## src/rtl/sram_ctrl_pkg.sv

```systemverilog
// Shared types and geometry for the 128x312 single-port SRAM controller.
package sram_ctrl_pkg;

    localparam int unsigned SramDepth     = 128;
    localparam int unsigned SramWidth     = 312;
    localparam int unsigned SramMaskWidth = 8;
    localparam int unsigned SramAddrW     = $clog2(SramDepth);

    typedef enum logic {
        INIT  = 1'b0,
        SERVE = 1'b1
    } state_e;

    // One array-port command as presented by a requester or the zeroize sweep.
    typedef struct packed {
        logic                     write;
        logic [SramAddrW-1:0]     addr;
        logic [SramMaskWidth-1:0] wmask;
        logic [SramWidth-1:0]     wdata;
    } sram_cmd_t;

endpackage

```

## src/rtl/rr_arb2.sv

```systemverilog
// Two-way round-robin arbiter: combinational one-hot grant, priority flips away
// from whichever port was granted.
module rr_arb2 (
    input  logic       clk_i,
    input  logic       rst_i,
    input  logic [1:0] req_i,
    output logic [1:0] gnt_o,
    output logic       valid_o
);

    // 0: port 0 wins a tie, 1: port 1 wins a tie.
    logic prio_q;

    always_comb begin
        // NOTE: every signal written in a combinational block gets a default
        // first, so no branch can leave it unassigned and infer a latch.
        gnt_o = 2'b00;
        unique case (req_i)
            2'b01:   gnt_o = 2'b01;
            2'b10:   gnt_o = 2'b10;
            2'b11:   gnt_o = prio_q ? 2'b10 : 2'b01;
            default: gnt_o = 2'b00;
        endcase
    end

    assign valid_o = |req_i;

    // NOTE: reset is synchronous and active-high, so it lives inside the
    // clocked block rather than in the sensitivity list.
    always_ff @(posedge clk_i) begin
        if (rst_i) begin
            prio_q <= 1'b0;
        end else if (valid_o) begin
            // NOTE: state registers use non-blocking assignment so every flop
            // samples its inputs from before the edge.
            prio_q <= gnt_o[0];
        end
    end

endmodule

```

## src/rtl/sram_ctrl_1p128x312.sv

```systemverilog
// Single-port 128x312 SRAM controller: zeroize sweep, two-port round-robin
// access, and one-cycle read return routed to the issuing port.
module sram_ctrl_1p128x312
    import sram_ctrl_pkg::*;
#(
    parameter int unsigned Depth       = SramDepth,
    parameter int unsigned Width       = SramWidth,
    parameter int unsigned MaskWidth   = SramMaskWidth,
    parameter bit          InitOnReset = 1'b1,
    localparam int unsigned AddrW      = $clog2(Depth)
) (
    input  logic                 clk_i,
    input  logic                 rst_i,

    input  logic                 init_req_i,
    output logic                 init_done_o,

    input  logic                 a_req_i,
    input  logic                 a_write_i,
    input  logic [AddrW-1:0]     a_addr_i,
    input  logic [MaskWidth-1:0] a_wmask_i,
    input  logic [Width-1:0]     a_wdata_i,
    output logic                 a_gnt_o,
    output logic                 a_rvalid_o,
    output logic [Width-1:0]     a_rdata_o,

    input  logic                 b_req_i,
    input  logic                 b_write_i,
    input  logic [AddrW-1:0]     b_addr_i,
    input  logic [MaskWidth-1:0] b_wmask_i,
    input  logic [Width-1:0]     b_wdata_i,
    output logic                 b_gnt_o,
    output logic                 b_rvalid_o,
    output logic [Width-1:0]     b_rdata_o,

    output logic                 sram_req_o,
    output logic                 sram_write_o,
    output logic [AddrW-1:0]     sram_addr_o,
    output logic [MaskWidth-1:0] sram_wmask_o,
    output logic [Width-1:0]     sram_wdata_o,
    input  logic [Width-1:0]     sram_rdata_i
);

    state_e           state_q, state_d;
    logic [AddrW-1:0] cnt_q, cnt_d;
    logic             done_q, done_d;
    logic             a_rvalid_q, b_rvalid_q;

    logic             arb_en;
    logic [1:0]       arb_req;
    logic [1:0]       arb_gnt;
    logic             arb_valid;

    sram_cmd_t        a_cmd, b_cmd, cmd;
    logic             sram_req;

    assign a_cmd = '{write: a_write_i, addr: a_addr_i, wmask: a_wmask_i, wdata: a_wdata_i};
    assign b_cmd = '{write: b_write_i, addr: b_addr_i, wmask: b_wmask_i, wdata: b_wdata_i};

    // A zeroize request takes the port for this cycle, so nobody is granted.
    assign arb_en  = !rst_i && (state_q == SERVE) && !init_req_i;
    assign arb_req = {b_req_i, a_req_i} & {2{arb_en}};

    rr_arb2 u_arb (
        .clk_i   (clk_i),
        .rst_i   (rst_i),
        .req_i   (arb_req),
        .gnt_o   (arb_gnt),
        .valid_o (arb_valid)
    );

    assign a_gnt_o = arb_gnt[0];
    assign b_gnt_o = arb_gnt[1];

    always_comb begin
        state_d  = state_q;
        cnt_d    = cnt_q;
        done_d   = done_q;
        sram_req = 1'b0;
        cmd      = '0;
        if (!rst_i) begin
            unique case (state_q)
                INIT: begin
                    sram_req   = 1'b1;
                    cmd.write  = 1'b1;
                    cmd.addr   = cnt_q;
                    cmd.wmask  = '1;
                    cmd.wdata  = '0;
                    cnt_d      = cnt_q + 1'b1;
                    if (cnt_q == AddrW'(Depth - 1)) begin
                        state_d = SERVE;
                        done_d  = 1'b1;
                        cnt_d   = '0;
                    end
                end
                SERVE: begin
                    if (init_req_i) begin
                        state_d = INIT;
                        cnt_d   = '0;
                        done_d  = 1'b0;
                    end else if (arb_valid) begin
                        sram_req = 1'b1;
                        cmd      = arb_gnt[1] ? b_cmd : a_cmd;
                        // Reads must never disturb the row, whatever mask the client left on the bus.
                        if (!cmd.write) begin
                            cmd.wmask = '0;
                        end
                    end
                end
                default: ;
            endcase
        end
    end

    always_ff @(posedge clk_i) begin
        if (rst_i) begin
            state_q    <= InitOnReset ? INIT : SERVE;
            cnt_q      <= '0;
            done_q     <= !InitOnReset;
            a_rvalid_q <= 1'b0;
            b_rvalid_q <= 1'b0;
        end else begin
            state_q    <= state_d;
            cnt_q      <= cnt_d;
            done_q     <= done_d;
            a_rvalid_q <= arb_gnt[0] & ~a_write_i;
            b_rvalid_q <= arb_gnt[1] & ~b_write_i;
        end
    end

    assign init_done_o  = done_q;

    assign sram_req_o   = sram_req;
    assign sram_write_o = cmd.write;
    assign sram_addr_o  = cmd.addr;
    assign sram_wmask_o = cmd.wmask;
    assign sram_wdata_o = cmd.wdata;

    // Array output is already registered one cycle after the read, so it passes straight through.
    assign a_rvalid_o   = a_rvalid_q;
    assign b_rvalid_o   = b_rvalid_q;
    assign a_rdata_o    = sram_rdata_i;
    assign b_rdata_o    = sram_rdata_i;

endmodule

```

## config.mk

```make
export PLATFORM = sky130hd
export DESIGN_NAME = sram_ctrl_1p128x312
export DESIGN_NICKNAME = d
export VERILOG_FILES = /design/src/rtl/sram_ctrl_pkg.sv /design/src/rtl/rr_arb2.sv /design/src/rtl/sram_ctrl_1p128x312.sv
export SDC_FILE = /design/constraint.sdc
export NUM_CORES = 1
export LEC_CHECK = 0
export CAP_MARGIN = 25
export CORE_AREA = 5 5 744 746
export CTS_CLUSTER_DIAMETER = 120
export CTS_CLUSTER_SIZE = 12
export DETAILED_ROUTE_END_ITERATION = 12
export DIE_AREA = 0 0 749 751
export GPL_ROUTABILITY_DRIVEN = 0
export SYNTH_ARGS = -nofsm -noshare
export SYNTH_HDL_FRONTEND = slang
export SYNTH_SLANG_ARGS = --single-unit
```

## constraint.sdc

```tcl
create_clock -name clk_i -period 2.15 [get_ports clk_i]
set_input_delay 0.43 -clock clk_i [delete_from_list [all_inputs] [get_ports clk_i]]
set_output_delay 0.43 -clock clk_i [all_outputs]
set_load 0.02 [all_outputs]
```

After elaboration in Yosys (flattened, before gate mapping)
Index checks and enable logic that the tools add are counted.

Add/subtract/negate cells: 1. Multiply operators: 0. Divide/modulo/power cells: 0. Magnitude comparators: 0. Eq/ne operators: 6. Shift operators: 0. Muxes and demuxes: 21. Bitwise logic cells: 6. Reductions and logical operators: 6.

Operator list (number): two-way mux 328 bit (4); case mux 328 bit (2 select lines) (1); two-way mux 7 bit (2); case mux 7 bit (2 select lines) (1); two-way mux 8 bit (1); adder 7 x 1 -> 7 bit, second input constant (1); equality test 7 bit, second input constant (1); two-way mux 1 bit (7); case mux 1 bit (2 select lines) (3); case mux 2 bit (3 select lines) (1); equality test 2 bit, second input constant (2); inequality test 2 bit, second input constant (2); NOT 1 bit (3); AND 1 bit (2); AND 2 bit (1); equality test 2 x 1 -> 1 bit, second input constant (1); logical AND 1 bit (2); logical NOT 1 bit (2); two-way mux 2 bit (1); AND reduction 2 bit (1); OR reduction 2 bit (1).

Flip-flop bits (word level): 12. Bits in latches: 0. Bits in writable memories: 0. Bits in read-only memories: 0. Bits of input ports: 973. Output and inout bits: 958. Logic and storage cells: 46. Memories kept: 0.

Depth between registers and ports, before layout
Gate-level depths: netlist (run 1).

Depth in word-level cells: 12. Depth in mapped cells: 6. Gate-level depth less buffers: 5.

Modules after synthesis
From an unflattened synthesis (run 1), not the netlist that was laid out.

Cells, all modules: 1438. Area, all modules: 10565.1 um^2.

Modules (own cells, without submodules): sram_ctrl_1p128x312 (instances 1, cells an instance 1431, area each 10508.8 um^2, sequential area each 220.2 um^2); rr_arb2 (instances 1, cells an instance 7, area each 56.3 um^2, sequential area each 20.0 um^2).

Least setup slack after synthesis (run 1)
No wires, ideal clock.

Kind: input port to output port. Start point: input a_req_i. End point: output sram_wdata_o[258]. Arrival: 1681 ps. Data required time: 1720 ps. Slack: 39 ps. Stages: 6. Buffers on the path: 3. Cell sequence: a21bo_2 > buf_2 > buf_2 > buf_1 > nand2_1 > a21oi_1.

Longest elaborated chain between the ends: 8. Elaborated cells on any way between the ends: 11. Classes of those cells: eq/ne (3); mux (6); bitwise (1); reduce/logical (1).

RTL lines: start, declared (line sram_ctrl_1p128x312.sv:18) `input logic a_req_i,`; AND 2 bit * (line sram_ctrl_1p128x312.sv:62) `assign arb_req = {b_req_i, a_req_i} & {2{arb_en}};`; equality test 2 bit or equality test 2 x 1 -> 1 bit (tied branches) (line rr_arb2.sv:18) `unique case (req_i)`; case mux 2 bit (3 select lines) (line rr_arb2.sv:18); two-way mux 328 bit (line sram_ctrl_1p128x312.sv:103) `cmd = arb_gnt[1] ? b_cmd : a_cmd;`; two-way mux 328 bit * (line sram_ctrl_1p128x312.sv:101) `end else if (arb_valid) begin`; two-way mux 328 bit * (line sram_ctrl_1p128x312.sv:97) `if (init_req_i) begin`; case mux 328 bit (2 select lines) * (line sram_ctrl_1p128x312.sv:82) `unique case (state_q)`; two-way mux 328 bit * (line sram_ctrl_1p128x312.sv:81) `if (!rst_i) begin`; end, declared (line sram_ctrl_1p128x312.sv:40) `output logic [Width-1:0] sram_wdata_o,`.

Mark *: on every way between the ends. The rest lies on a longest branch, timed or not.

Final worst setup path (run 1)
Start point: register state_q. End point: output sram_wdata_o[125].

Longest elaborated chain between the ends: 10. Elaborated cells on any way between the ends: 14. Classes of those cells: eq/ne (3); mux (6); bitwise (2); reduce/logical (3).

RTL lines: start, declared (line sram_ctrl_1p128x312.sv:44) `state_e state_q, state_d;`; start signal, assigned (line sram_ctrl_1p128x312.sv:117) `state_q <= InitOnReset ? INIT : SERVE;`; start signal, assigned (line sram_ctrl_1p128x312.sv:123) `state_q <= state_d;`; logical AND 1 bit (2 in series) (line sram_ctrl_1p128x312.sv:61) `assign arb_en = !rst_i && (state_q == SERVE) && !init_req_i;`; AND 2 bit (line sram_ctrl_1p128x312.sv:62); equality test 2 bit or equality test 2 x 1 -> 1 bit (tied branches) (line rr_arb2.sv:18); case mux 2 bit (3 select lines) (line rr_arb2.sv:18); two-way mux 328 bit (line sram_ctrl_1p128x312.sv:103); two-way mux 328 bit (line sram_ctrl_1p128x312.sv:101); two-way mux 328 bit (line sram_ctrl_1p128x312.sv:97); case mux 328 bit (2 select lines) * (line sram_ctrl_1p128x312.sv:82); two-way mux 328 bit * (line sram_ctrl_1p128x312.sv:81).

Marked as above.

==> results of run 1 <==
metal layers:
metal	vias up	GRT usage, %	share of wire [%]
met3	1091	23.54	30
met2	3082	25.92	43
met5	-	0.5692	0.35
met4	188	5.489	4.6
li1	6027	-	-
met1	7226	10.87	23
per-stage QoR:
step | cells | hold WS [ns]
floorplan | 1654 | 0.4671
global placement | 9276 | 0.4420
detailed placement | 9276 | 0.4874
CTS | 9481 | 0.4955
global route | 9548 | 0.5089
finish | 9597 | 0.5112
placed cells by master, fill, tap and decap left out, drive strengths merged:
master           n
a211oi           1
nand2          529
clkdlybuf4s50  658
or3b             1
inv              5
mux2i            1
clkbuf           8
o21ai            5
o32ai            1
a21bo            1
a311oi           4
dfxtp           12
o32a             1
a22oi            3
or3              1
nand2b           3
a31o             1
nor3             1
a22o            64
a21boi           1
and3             3
nand3            3
diode          103
nor2            12
nor3b            1
a2bb2o           1
nand3b           1
o21a             1
and4b            1
nor2b            1
ha               1
buf            641
a21oi          254
a31oi           10
o22ai            2
final cells by class:
cell class / instances / area, sq um
clock buffers: 4 / 88.84
repair buffers: 1303 / 17720
flip-flops and latches: 12 / 247.7
multi-input cells: 909 / 8189
inverters: 5 / 31.28
fillers: 64071 / 510900
well taps: 7261 / 9085
diodes: 103 / 257.7
worst reg2reg max path, delay by kind of cell, from the launching register on:
kind	cells	cell delay [ns]
buffers and inverters	4	0.63
AOI/OAI and AO/OA	2	0.61
DFF	1	0.36
and+or+nand+nor	1	0.33
cells by family after synthesis:
kind of cell / synth area share (%)
AO/OA/AOI/OAI: 21.43
adder cells (fa/ha/maj): 0.1299
buffers and inverters: 53.52
flip-flops: 2.495
multiplexers: 0.1040
AND/OR/NAND/NOR: 22.33
power by group:
part           switching (W)  internal (W)
Sequential        0.00000895      0.000225
Clock               0.000120      0.000282
Combinational        0.00132       0.00176
path summary, 6_finish.rpt:
check	from	to	depth (start not counted)
hold / removal	init_done_o	init_done_o	2
setup reg to reg	state_q	cnt_q[3]	7
hold reg to reg	init_done_o	init_done_o	2
setup / recovery	state_q	sram_wdata_o[125]	10
sequential cells by signal, summed over array words and instances, names as in the netlist:
| name | cells |
|---|---|
| cnt_q | 7 |
| init_done_o | 1 |
| b_rvalid_o | 1 |
| state_q | 1 |
| u_arb.prio_q | 1 |
| a_rvalid_o | 1 |
repair_timing:
item / 4_1_cts / 5_1_grt
resized for setup: 1330 / 230
endpoints found under the hold margin: 0 / 0
endpoints found under the setup margin: 331 / 331
pin swaps: 182 / 74
setup buffers: 140 / 42
cloned: 65 / 4
==> qor.yml, run 1 <==
outcome: "complete, but fails checks"
violations: "setup timing"
wirelength_um: 492200
grt_setup_unrepaired: "yes"
peakVddDrop_mv: 0.2045
critPathBufInv: 7
drt_pre_antenna_iters: 8
synth_nets: 2628
hpwl_um: 449100
cp_top_family: "buffers and inverters"
h-tree-depth: 1
finalCriticalPeriod_ns: 2.684
finalCritPeriodShare_pct: 124.9
fin_nets: 3208
cts.sinks: 12
cts.hold.buffers_added: 0
max-cap-violations: 0
grt_pass1_vias: 16488
cts_root_buffer: "clkbuf_16"
cts_buffer_depth: 2
synth_edf_count: 0
avgRoutedWirePerCell_um: 51.29
synth_cell_type_count: 38
critPathKind: "reg -> out"
leakagePower_nw: 10.60
fmax_ghz: 0.3725
die_y_um: 751
ios: 1931
ant_nets: 0
crit_path_start_kind: "register"
hold_viol: 0
cts_tree: "built"
crit_chain: "buf_6, or3b_4, buf_6, nor2_4, buf_12, buf_16, buf_12, clkbuf_16, a22o_4, buf_12"
critical_path_arrival_ns: 2.25
cts_made_buffers: 3
synth-seq-cells: 12
vias: 17614
synth_async_sr_flop_share_pct: 0
io_buffers: 994
slew_viol_final: 0
fp-row-count: 272
synth_top_cell_by_area: "buf_4"
total_power_w: 0.003716
grt_start_max_net_pins: 35
syn-instance-count: 1654
slowest_delay_ns: 0.39
synth-seq-area-share_pct: 2.495
rrSetupSlack_ns: 0.10
hold_class: "reg -> reg"
grt_usage_pct: 16.76
finClkSkew_ns: 0.008524
relSlewSlack_pct: 69.22
required_ns: 1.72
core_area_sq_um: 546600
synth_commonest_cells: "631 x buf_4, 529 x nand2_1, 254 x a21oi_1"
synth_top_area_share_pct: 49.20
post-route-util_pct: 6.517
grt_pass1_wl_um: 531900
drive_gt1_share_pct: 48.90
dieArea_sq_um: 562500
post-place-ws_ns: -1.306
drtIter0Drc: 845
setup_viol: 331
worst_slew_pin_slew_ns: 0.4602
grt_antenna_before_repair: 432
final_area_sq_um: 35620
avgSynthCellArea_sq_um: 5.821
ys.flop_type: "dfxtp_1"
die_x_um: 749
layout_setup_ws_ns: -0.5344
synth_most_common_cell: "buf_4"
drt-vias-per-instance: 1.835
ys_top_cells_by_area: "buf_4 49%, nand2_1 21%, a21oi_1 13%"
synth_warnings: 0
pwr_density_cell_nw_per_um2: 104.3
dpl_cell_area_sq_um: 26760
final.setup.tns_ns: -129.96
cp_max_fo: 7
netlist_area_sq_um: 9628
crit_path_frequent_cell: "buf_12"
drcViolationCount: 0
initial_core_util_pct: 1.762
path_clk_slew_ns: 0.04
crit_path_end_kind: "output port"
clock_latency_ns: 0.26
syn2layout_area_growth_pct: 270.0
crit_slowest_cell: "or3b_4"
grt_overflow: 0
Note: power is estimated with default switching activity, not from simulation.
==> run 2, diff against run 1 <==
--- a/config.mk
+++ b/config.mk
@@ -5,13 +5,13 @@
 export SDC_FILE = /design/constraint.sdc
 export NUM_CORES = 1
 export LEC_CHECK = 0
+export ABC_CLOCK_PERIOD_IN_PS = 3250
 export CAP_MARGIN = 25
-export CORE_AREA = 5 5 744 746
+export CORE_AREA = 5 5 748 750
 export CTS_CLUSTER_DIAMETER = 120
 export CTS_CLUSTER_SIZE = 12
 export DETAILED_ROUTE_END_ITERATION = 12
-export DIE_AREA = 0 0 749 751
-export GPL_ROUTABILITY_DRIVEN = 0
+export DIE_AREA = 0 0 753 755
 export SYNTH_ARGS = -nofsm -noshare
 export SYNTH_HDL_FRONTEND = slang
 export SYNTH_SLANG_ARGS = --single-unit
==> constraint.sdc (replaced) <==
create_clock -name clk_i -period 3.25 [get_ports clk_i]
set_input_delay 0.65 -clock clk_i [delete_from_list [all_inputs] [get_ports clk_i]]
set_output_delay 0.65 -clock clk_i [all_outputs]
set_load 0.02 [all_outputs]
==> qor.yml, run 2 (synthesis gave the netlist of run 1 again) <==
cts_root_buffer: "clkbuf_16"
grt_start_max_net_pins: 42  # +20%
die_x_um: 753  # +0.53%
drtIter0Drc: 815  # -3.6%
drcViolationCount: 0  # unchanged
layout_setup_ws_ns: 0.02575  # +0.5601 ns
placed_cells: 9302  # +0.28%
finalCritPeriodShare_pct: 99.21
relSlewSlack_pct: 42.78  # -26 points
peakVddDrop_mv: 0.1372  # -33%
outcome: "finished, final reports clean"
core_area_sq_um: 551600  # +0.93%
grt_usage_pct: 15.93  # -0.83 points
fmax_ghz: 0.3101
io_buffers: 994  # unchanged
final_common_cell: "clkdlybuf4s50_1"
fin_nets: 3011  # -6.1%
cp_max_fo: 6  # -1
hold_viol: 0  # unchanged
drt_pre_antenna_iters: 5  # -3
dr_wl_met3_um: 135800  # -7.6%
grt_setup_unrepaired: "yes"
met2WireLength_um: 209200  # -0.36%
wl_met1_um: 102400  # -7.5%
clock_latency_ns: 0.26  # about the same
cts_buffer_depth: 2  # unchanged
leakagePower_nw: 8.092  # -24%
h-tree-depth: 1  # unchanged
drive_gt1_share_pct: 26.72  # -22 points
critPathKind: "in -> out"
syn2layout_area_growth_pct: 192.6
slew_viol_final: 0  # unchanged
initial_core_util_pct: 1.745  # -0.016 points
finalCriticalPeriod_ns: 3.224
cts_made_buffers: 3  # unchanged
ant_nets: 0  # unchanged
crit_path_start_kind: "input port"
crit_path_end_kind: "output port"
cts_tree: "built"
max-cap-violations: 0  # unchanged
top_layer: "met5"
critical_path_arrival_ns: 2.57  # +0.32 ns
cts.hold.buffers_added: 0  # unchanged
pwr_density_cell_nw_per_um2: 75.67  # -27%
worst_slew_pin_slew_ns: 0.8556  # +0.3954 ns
min_from: "init_done_o"
grt_pass1_wl_um: 509200  # -4.3%
finClkSkew_ns: 0.003272  # -0.005252 ns
r2r-start: "state_q"
die_y_um: 755  # +0.53%
grt_pass1_vias: 14617  # -11%
layout_common_cells: "660 x clkdlybuf4s50_1, 463 x nand2_1, 228 x buf_12"
fp-row-count: 273  # +0.37%
grt_overflow: 0  # unchanged
path_clk_slew_ns: 0.05  # about the same
avgRoutedWirePerCell_um: 50.04  # -2.4%
post-place-ws_ns: -0.9842  # +0.3220 ns
ios: 1931  # unchanged
hpwl_um: 448400  # -0.14%
fill_cells: 65217  # +1.8%
top_register: "cnt_q"
vias: 16211  # -8.0%
gp_congestion: 1.216
drt-vias-per-instance: 1.714  # -6.6%
required_ns: 2.60  # +0.88 ns
dieArea_sq_um: 568500  # +1.1%
hold_class: "reg -> reg"
largest_register_ff_count: 7  # unchanged
wirelength_um: 473300  # -3.8%
grt_antenna_before_repair: 423  # -2.1%
final_cell_count_no_fill: 9459  # -1.4%
setup_viol: 0  # -100%
startpoint: "init_req_i"
cts.sinks: 12  # unchanged
==> run 2: changes by cell type in the layout (fill, tap and decap cells not counted), moves of 42 or more <==
| cell | delta |
|---|---|
| dlygate4sd2_1 | +66 |
| a21oi_1 | +162 |
| buf_12 | -87 |
| nand2_4 | -61 |
| buf_4 | +42 |
| a21oi_2 | +56 |
| a21oi_4 | -218 |
| buf_16 | -62 |
| nand2_1 | +61 |
| buf_6 | -148 |
==> run 2: worst paths after layout <==
check	to	slack [ns]	cells after the start
min	init_done_o	0.46	2
max	sram_write_o	0.03	6
min reg2reg	init_done_o	0.46	2
max reg2reg	u_arb.prio_q	1.39	5
==> run 2: area by class of cell <==
type                       instances  area (sq um)  share of cell area, %
sequential                        12         240.2                 0.8529
inverter                           5         31.28                 0.1111
timing repair buffer            1106         13350                  47.38
multi-input combinational        909          5004                  17.76
tap                             7287          9117                  32.37
clock buffer                       4         88.84                 0.3154
antenna                          136         340.3                  1.208
==> run 2: timing repair <==
action	CTS	global route
cloned	6	2
hold endpoints to repair	0	0
setup buffers	3	6
gates resized for setup	292	37
endpoints found under the setup margin	324	59
pin swaps	2	4
==> run 2: critical path, cell delays in order <==
cell and delay (ns):
dlygate4sd2_1 0.32, or3b_4 0.46, nor3_2 0.24, o32a_4 0.30
inv_1 0.06, clkdlybuf4s50_1 0.54
==> run 2: power breakdown <==
part | internal (W) | switching, W
clock | 0.000187 | 0.0000831
combinational | 0.000901 | 0.000806
sequential | 0.000151 | 0.00000304
total | 0.00124 | 0.000892
==> run 2: layer usage <==
layer / global-route usage [%] / vias up
li1: - / 5640
met3: 21.48 / 947
met5: 0.1084 / -
met4: 6.285 / 146
met2: 25.48 / 2989
met1: 9.833 / 6489
==> run 2: through the flow <==
stage	instance area, sq um	hold slack [ns]	utilization, %	power [W]	TNS, ns
CTS	27620	0.4567	5.008	0.002146	-0.02756
floorplan	9628	0.4671	-	0.001529	0
global route	28000	0.4848	5.076	0.002205	-0.05419
global placement	26590	0.4509	4.819	0.001740	-110.26
detailed placement	26590	0.4501	4.819	0.001753	-113.27
finish	28170	0.4566	5.106	0.002131	0
==> run 3, diff against run 2 <==
--- a/config.mk
+++ b/config.mk
@@ -5,13 +5,13 @@
 export SDC_FILE = /design/constraint.sdc
 export NUM_CORES = 1
 export LEC_CHECK = 0
-export ABC_CLOCK_PERIOD_IN_PS = 3250
+export ABC_CLOCK_PERIOD_IN_PS = 3450
 export CAP_MARGIN = 25
-export CORE_AREA = 5 5 748 750
+export CORE_AREA = 5 5 744 746
 export CTS_CLUSTER_DIAMETER = 120
 export CTS_CLUSTER_SIZE = 12
 export DETAILED_ROUTE_END_ITERATION = 12
-export DIE_AREA = 0 0 753 755
+export DIE_AREA = 0 0 749 751
 export SYNTH_ARGS = -nofsm -noshare
 export SYNTH_HDL_FRONTEND = slang
 export SYNTH_SLANG_ARGS = --single-unit
==> constraint.sdc (replaced) <==
create_clock -name clk_i -period 3.45 [get_ports clk_i]
set_input_delay 0.69 -clock clk_i [delete_from_list [all_inputs] [get_ports clk_i]]
set_output_delay 0.69 -clock clk_i [all_outputs]
set_load 0.02 [all_outputs]
==> qor.yml, run 3 (synthesis gave the netlist of run 1 again) <==
drtIter0Drc: 1114  # +37%
core_area_sq_um: 546600  # -0.92%
cp_max_fo: 6  # unchanged
gp_congestion: 0.8430  # -31%
clock_latency_ns: 0.26  # about the same
final_area_sq_um: 27400  # -2.7%
syn2layout_area_growth_pct: 184.5
relSlewSlack_pct: 53.34  # +11 points
die_y_um: 751  # -0.53%
fin_nets: 3004  # -0.23%
hold_viol: 0  # unchanged
critical_path_arrival_ns: 2.69  # +0.12 ns
cts_made_buffers: 3  # unchanged
placed_cells: 9277  # -0.27%
peakVddDrop_mv: 0.1120  # -18%
drt-vias-per-instance: 1.719  # +0.32%
dpl_cell_area_sq_um: 26740  # +0.60%
finalCritPeriodShare_pct: 98.10
ant_nets: 0  # unchanged
cts_buffer_depth: 2  # unchanged
fmax_ghz: 0.2955
setup_viol: 0  # unchanged
final_common_cell: "clkdlybuf4s50_1"
hpwl_um: 449500  # +0.23%
fp-row-count: 272  # -0.37%
outcome: "finished, final reports clean"
finClkSkew_ns: 0.007838  # +0.004566 ns
dieArea_sq_um: 562500  # -1.1%
hold_class: "reg -> reg"
cts.sinks: 12  # unchanged
cts_root_buffer: "clkbuf_16"
top_register: "cnt_q"
avgRoutedWirePerCell_um: 49.51  # -1.1%
layout_common_cells: "659 x clkdlybuf4s50_1, 529 x nand2_1, 252 x buf_12"
die_x_um: 749  # -0.53%
finalCriticalPeriod_ns: 3.384
crit_path_start_kind: "input port"
drcViolationCount: 0  # unchanged
path_clk_slew_ns: 0.04  # about the same
crit_path_end_kind: "output port"
pwr_density_cell_nw_per_um2: 61.37  # -19%
grt_pass1_wl_um: 501700  # -1.5%
h-tree-depth: 1  # unchanged
holdWs_ns: 0.4739  # +0.01731 ns
drive_gt1_share_pct: 20.50  # -6.2 points
required_ns: 2.76  # +0.16 ns
largest_register_ff_count: 7  # unchanged
critPathKind: "in -> out"
max-cap-violations: 0  # unchanged
grt_setup_unrepaired: "no"
fill_cells: 64910  # -0.47%
grt_antenna_before_repair: 435  # +2.8%
final_cell_count_no_fill: 9403  # -0.59%
cts_tree: "built"
initial_core_util_pct: 1.762  # +0.016 points
grt_usage_pct: 15.87  # -0.055 points
wirelength_um: 465600  # -1.6%
drt_pre_antenna_iters: 9  # +4
grt_overflow: 0  # unchanged
slew_viol_final: 0  # unchanged
leakagePower_nw: 7.806  # -3.5%
io_buffers: 994  # unchanged
grt_pass1_vias: 14590  # -0.18%
ios: 1931  # unchanged
grt_start_max_net_pins: 47  # +12%
vias: 16166  # -0.28%
worst_slew_pin_slew_ns: 0.6978  # -0.1578 ns
run 3: cell count changes in the layout (fill, tap and decap cells not counted), sizes merged:
cell and change:
clkinv -1, dlygate4sd2 -13, clkdlybuf4s15 +11, buf +9, bufbuf -3, inv +1
clkbuf -9, clkdlybuf4s18 -1, diode -23, clkdlybuf4s50 -1
run 3: worst paths after layout:
path / startpoint / to / slack [ns] / cells past startpoint
setup reg to reg: cnt_q[1] / cnt_q[3] / 1.76 / 5
hold / removal: init_done_o / init_done_o / 0.47 / 2
setup / recovery: b_req_i / sram_addr_o[6] / 0.07 / 11
hold reg to reg: init_done_o / init_done_o / 0.47 / 2
run 3: stage by stage:
stage | total power [W] | TNS [ns] | setup slack, ns | utilization (%)
final | 0.001681 | 0 | 0.06557 | 5.012
after global routing | 0.001786 | 0 | 0.003656 | 4.986
after CTS | 0.001705 | 0 | 0.01259 | 4.952
after detailed placement | 0.001429 | -90.49 | -0.5096 | 4.893
after global placement | 0.001401 | -64.56 | -0.4332 | 4.893
after floorplan | 0.001441 | 0 | 0.8186 | -
run 3: final cells by class:
type                            instances  area (sq um)  share of cell area [%]
Clock buffer                            4         88.84                  0.3243
Sequential cell                        12         240.2                  0.8769
Antenna cell                          113         282.8                   1.032
Multi-Input combinational cell        909          4375                   15.97
Timing Repair Buffer                 1099         13300                   48.56
Tap cell                             7261          9085                   33.16
Inverter                                5         21.27                 0.07764
run 3: layer usage:
layer	wire, um	up-vias	global-route usage (%)
met5	1245	-	0.1020
met4	19250	178	4.699
li1	-	5585	-
met3	147800	987	23.53
met1	98550	6366	9.737
met2	198700	3050	24.58
run 3: critical path, cell delays in order:
cell             delay, ns
clkdlybuf4s15_2       0.27
buf_4                 0.17
a21boi_4              0.15
buf_4                 0.15
buf_16                0.18
buf_8                 0.15
buf_4                 0.16
nand2_1               0.08
a311oi_1              0.31
buf_4                 0.19
buf_12                0.14
run 3: power breakdown:
| part | internal [W] | switching (W) | leakage (nW) |
|---|---|---|---|
| Sequential | 0.000142 | 0.00000472 | 0.0973 |
| Combinational | 0.000821 | 0.000465 | 7.66 |
| Clock | 0.000176 | 0.0000725 | 0.0449 |
| Total | 0.00114 | 0.000543 | 7.81 |
run 3: repair_timing:
action / 4_1_cts / 5_1_grt
resized for setup: 148 / 13
gates cloned: 2 / 0
hold buffers: 0 / 0
buffers inserted: 8 / 0
endpoints found under the setup margin: 319 / 25
pin swaps: 3 / 1
